===== src/rtl/sprite_eval.sv =====
// sprite_eval: per-scanline sprite evaluation. Walks primary OAM, copies up
// to NUM_SLOTS in-range sprites into secondary slots, flags overflow/sprite 0.
module sprite_eval #(
  parameter int NUM_SPRITES = 64,
  parameter int NUM_SLOTS   = 8
) (
  input  logic                   clk,
  input  logic                   rst,
  input  logic                   start,
  input  logic [8:0]             target_row,
  input  logic [7:0]             ppu_ctrl_1,
  output logic [7:0]             oam_addr,
  input  logic [7:0]             oam_data,
  output logic                   busy,
  output logic                   done,
  output logic [8*NUM_SLOTS-1:0] slot_row,
  output logic [8*NUM_SLOTS-1:0] slot_col,
  output logic [8*NUM_SLOTS-1:0] slot_table_num,
  output logic [8*NUM_SLOTS-1:0] slot_attr,
  output logic [NUM_SLOTS-1:0]   slot_valid,
  output logic                   sprite_overflow,
  output logic                   sprite0_present
);

  typedef enum logic [2:0] {S_IDLE, S_CLEAR, S_REQ_Y, S_CHK_Y, S_REQ_B, S_CAP_B, S_DONE} state_t;

  state_t state;
  logic [8:0] row_q;
  logic       tall_q;
  logic [6:0] n;     // OAM sprite index
  logic [3:0] c;     // slots filled so far (0..NUM_SLOTS)
  logic [1:0] k;     // byte within the sprite being copied
  logic [NUM_SLOTS-1:0][7:0] row_s, col_s, tbl_s, attr_s;

  logic [10:0] d;
  logic        hit;
  logic        last;

  assign slot_row       = row_s;
  assign slot_col       = col_s;
  assign slot_table_num = tbl_s;
  assign slot_attr      = attr_s;

  // Y range test: widened subtraction so sprites below the line never wrap into range.
  always_comb begin
    d    = {2'b0, row_q} - {3'b0, oam_data};
    hit  = !d[10] && (d < (tall_q ? 11'd16 : 11'd8));
    last = (n == 7'(NUM_SPRITES - 1));
  end

  // Evaluation FSM; every output is registered here.
  always_ff @(posedge clk or posedge rst) begin
    if (rst) begin
      state           <= S_IDLE;
      oam_addr        <= 8'd0;
      busy            <= 1'b0;
      done            <= 1'b0;
      row_q           <= 9'd0;
      tall_q          <= 1'b0;
      n               <= 7'd0;
      c               <= 4'd0;
      k               <= 2'd0;
      row_s           <= '1;
      col_s           <= '1;
      tbl_s           <= '1;
      attr_s          <= '1;
      slot_valid      <= '0;
      sprite_overflow <= 1'b0;
      sprite0_present <= 1'b0;
    end else begin
      done <= 1'b0;
      case (state)
        S_IDLE: begin
          if (start) begin
            row_q  <= target_row;
            tall_q <= ppu_ctrl_1[5];
            busy   <= 1'b1;
            state  <= S_CLEAR;
          end
        end
        S_CLEAR: begin
          row_s           <= '1;
          col_s           <= '1;
          tbl_s           <= '1;
          attr_s          <= '1;
          slot_valid      <= '0;
          sprite_overflow <= 1'b0;
          sprite0_present <= 1'b0;
          n               <= 7'd0;
          c               <= 4'd0;
          state           <= S_REQ_Y;
        end
        S_REQ_Y: begin
          oam_addr <= {n[5:0], 2'b00};
          state    <= S_CHK_Y;
        end
        S_CHK_Y: begin
          if (hit) begin
            if (c == 4'(NUM_SLOTS)) begin
              // ninth hit: flag it and stop scanning
              sprite_overflow <= 1'b1;
              busy            <= 1'b0;
              done            <= 1'b1;
              state           <= S_DONE;
            end else begin
              row_s[c[2:0]] <= oam_data;
              if (n == 7'd0) sprite0_present <= 1'b1;
              k     <= 2'd1;
              state <= S_REQ_B;
            end
          end else begin
            n <= n + 7'd1;
            if (last) begin
              busy  <= 1'b0;
              done  <= 1'b1;
              state <= S_DONE;
            end else begin
              state <= S_REQ_Y;
            end
          end
        end
        S_REQ_B: begin
          oam_addr <= {n[5:0], k};
          state    <= S_CAP_B;
        end
        S_CAP_B: begin
          case (k)
            2'd1:    tbl_s[c[2:0]]  <= oam_data;
            2'd2:    attr_s[c[2:0]] <= oam_data;
            default: col_s[c[2:0]]  <= oam_data;
          endcase
          if (k != 2'd3) begin
            k     <= k + 2'd1;
            state <= S_REQ_B;
          end else begin
            slot_valid[c[2:0]] <= 1'b1;
            c <= c + 4'd1;
            n <= n + 7'd1;
            if (last) begin
              busy  <= 1'b0;
              done  <= 1'b1;
              state <= S_DONE;
            end else begin
              state <= S_REQ_Y;
            end
          end
        end
        S_DONE: begin
          state <= S_IDLE;
        end
        default: state <= S_IDLE;
      endcase
    end
  end

endmodule


===== config.mk =====
export PLATFORM = sky130hd
export DESIGN_NAME = sprite_eval
export DESIGN_NICKNAME = d
export VERILOG_FILES = /design/src/rtl/sprite_eval.sv
export SDC_FILE = /design/constraint.sdc
export NUM_CORES = 1
export LEC_CHECK = 0
export CAP_MARGIN = 30
export CORE_MARGIN = 1.5
export CORE_UTILIZATION = 50
export CTS_CLUSTER_DIAMETER = 200
export CTS_CLUSTER_SIZE = 28
export DETAILED_ROUTE_END_ITERATION = 16
export PLACE_DENSITY = 0.89
export RECOVER_POWER = 50
export SYNTH_ARGS = -nofsm -noshare
export SYNTH_HDL_FRONTEND = slang
export SYNTH_SLANG_ARGS = --single-unit

===== constraint.sdc =====
create_clock -name clk -period 13.67 [get_ports clk]
set_input_delay 2.0505 -clock clk [delete_from_list [all_inputs] [get_ports clk]]
set_output_delay 2.0505 -clock clk [all_outputs]
set_load 0.05 [all_outputs]

==> summary.txt <==
Status
  – Status: finished, violations left
  – Failing checks: capacitance limit, slew limit

Synthesis
  – Synth Net Count: 1137
  – Synth top area cells: dfstp_2 (55%), dfrtp_1 (9.4%), nor2_1 (9.0%), a21oi_1 (8.6%), a2bb2oi_1 (4.7%)
  – Synthesized flop and latch total: 302
  – Async S/R FF share, synth: 1.00
  – Seq/Total Area, Yosys: 0.646
  – Most frequent cell after synthesis: nor2_1
  – Compound-Gate Fraction of Synth Area: 0.176
  – Post-synthesis simple-gate area fraction: 0.124
  – Area share of fa/ha/maj cells after synthesis: 0.0154
  – Top post-synthesis cells by count: nor2_1 (292), dfstp_2 (256), a21oi_1 (210)
  – Xor/xnor cell area share of the yosys netlist: 0.00144
  – Yosys top cell by area: dfstp_2
  – Top cell type's share of synthesized area: 0.552
  – Cell count after synthesis: 1094
  – Post-synthesis cell area: 12200 µm²
  – Post-synth EDFFs: 0
  – Avg Synthesized Cell Area: 11.1 µm²
  – Post-synthesis mux area share: 0.0174
  – Post-synth cell types: 62
  – Ys Warns: 0
  – Top FF cell, synth: dfstp_2
  – Largest family of logic cells by synthesized area: compound AO/OA/AOI/OAI gates

Cells and area
  – Finished Layout Cells: 1707
  – Nets: 1428
  – Cell area after layout: 15900 µm²
  – Layout area overhead: 30.4%
  – ANT cells: 0
  – Layout cells sized above 1: 0.230

Place
  – DP HPWL: 26300 µm
  – Pre-CTS setup slack: 8.13 ns
  – GP Congestion: 0.898
  – Placed cell count: 1687
  – I/O Buffers: 296
  – Area after DPL: 15500 µm²

Global routing
  – Largest net degree at the start of global routing: 104
  – Gr ovfl total: 0
  – GRT Overall Usage: 0.293
  – First-pass GRT wire length: 58200 µm
  – Initial antenna violation count: 0
  – Vias in the first global route: 10081

Clock network
  – Hold_buf cts: 0
  – Worst-path clk slew: 0.10 ns
  – Post-CTS setup buffers: 0
  – H-tree lvl count: 1
  – Root Buffer: clkbuf_16
  – Clock Tree Buf Depth: 3
  – CTS tree: yes
  – Clk Latency, worst-skew pair: 0.50 ns
  – CTS resizes: 0
  – CTS buffer count: 14
  – Clock sinks: 302

Floorplan
  – Die area: 25300 µm²
  – DIE HEIGHT: 159 µm
  – IO Count: 304
  – Rows: 56
  – Core outline area: 23700 µm²
  – Starting Density: 0.515
  – Horiz. Die Dim: 159 µm

Setup path
  – Arrival @ worst endpoint: 8.48 ns
  – CP Data Required Time: 14.25 ns
  – Worst Setup SP: rst
  – Startpoint types: primary input
  – Crit end category: async pin
  – R2R Path Start: state[1]
  – Crit-path max FO: 103
  – Critical path class: primary input to async pin

Timing
  – Least-Margin Pin Slew: 4.41 ns
  – Final setup fails: 0
  – Layout Skew: 0.0195 ns
  – Hold Fails Final Rpt: 0
  – Final critical-path required period: 7.91 ns
  – Max-slew violation count: 428
  – Tcrit/Tclk final: 0.578
  – Min setup slack post-route: 5.76 ns
  – RSZ-0062 raised after global routing: false
  – Maximum clock rate: 0.126 GHz
  – Worst slew margin: -1.96
  – Final TNS setup: 0 ns

Power
  – Cell Pwr Density: 116 nW/µm²
  – Maximum vdd ir drop: 0.122 mV
  – Pleak: 6.41 nW
  – Tot Pwr: 1.84 mW

Drt
  – First-pass detailed-route iteration total: 6
  – Iteration-0 DRC Markers: 970
  – ANT nets after route: 0
  – Routed vias/inst: 5.90
  – Remaining routing DRC violations: 0
  – Routed length per instance: 22.1 µm
  – DR vias: 10074
  – Final WL: 37800 µm

Worst hold path
  – Hold Crit Class: flop to flop
  – Hold path start: slot_table_num[3]

Run
  – Max cap viols: 11
power by group:
part	switching, mW	internal (mW)	leakage (nW)
logic	0.250	0.145	2.92
clock network	0.273	0.203	0.193
registers	0.0308	0.935	3.29
per-stage QoR:
stage                util  hold slack, ns
floorplan               -           0.482
global placement    0.656           0.468
detailed placement  0.656           0.490
CTS                 0.673           0.509
global route        0.671           0.518
finish              0.671           0.507
area by class of cell:
type / count / area, µm²
Clock buffer: 18 / 387
Clock inverter: 1 / 8.76
Fill cell: 1712 / 7790
Inverter: 21 / 80.1
Multi-Input combinational cell: 733 / 4090
Sequential cell: 302 / 7880
Tap cell: 319 / 399
Timing Repair Buffer: 313 / 3050
final timing paths:
kind | end | slack, ns | cells after the start
max | state[2] | 5.76 | 4
min | slot_table_num[3] | 0.51 | 2
max reg2reg | slot_table_num[48] | 10.17 | 5
min reg2reg | slot_table_num[3] | 0.51 | 2
max in group clk | slot_row[2] | 8.52 | 13
min in group asynchronous | row_q[0] | 3.38 | 2
cells in the final DEF, fill, tap and decap left out, drive strengths merged, types with 4 or more instances in the layout:
cell | Yosys | layout
a22oi | 10 | 10
and3 | 7 | 7
dfstp | 256 | 256
nand2 | 18 | 18
clkbuf | 32 | 30
a2bb2oi | 65 | 65
dfrtp | 46 | 46
nand4 | 4 | 4
clkdlybuf4s50 | 0 | 286
dlygate4sd3 | 0 | 10
nor3 | 7 | 7
nand3 | 13 | 13
a21oi | 210 | 210
ha | 15 | 15
o21ai | 16 | 16
mux2 | 17 | 17
inv | 19 | 18
buf | 6 | 5
nor2b | 5 | 5
o21a | 4 | 4
nor2 | 294 | 294
flip-flops by register name (all words and copies together) (netlist names):
name,count
slot_attr,64
sprite0_present,1
oam_addr,8
state,3
done,1
sprite_overflow,1
k,2
n,7
slot_row,64
row_q,9
slot_col,64
c,4
busy,1
tall_q,1
slot_valid,8
slot_table_num,64
cells by family after synthesis:
logic type      Yosys count
compound gates          331
xor+xnor                  2
fa+ha+maj                15
buf+inv                  59
flops                   302
mux                      19
simple gates            366
per-layer routing:
layer / share of wire / vias to the layer above / GRT usage
met5: 0 / - / 0
met4: 0.035 / 0 / 0.0999
met3: 0.095 / 89 / 0.0722
met2: 0.48 / 537 / 0.490
met1: 0.39 / 5059 / 0.373
li1: - / 4389 / -
critical path, stage by stage:
cell and delay, ns:
dlygate4sd3_1 0.55, clkinvlp_2 2.47, clkbuf_1 2.50, buf_4 0.85
Power figures use the tool's default switching activity.
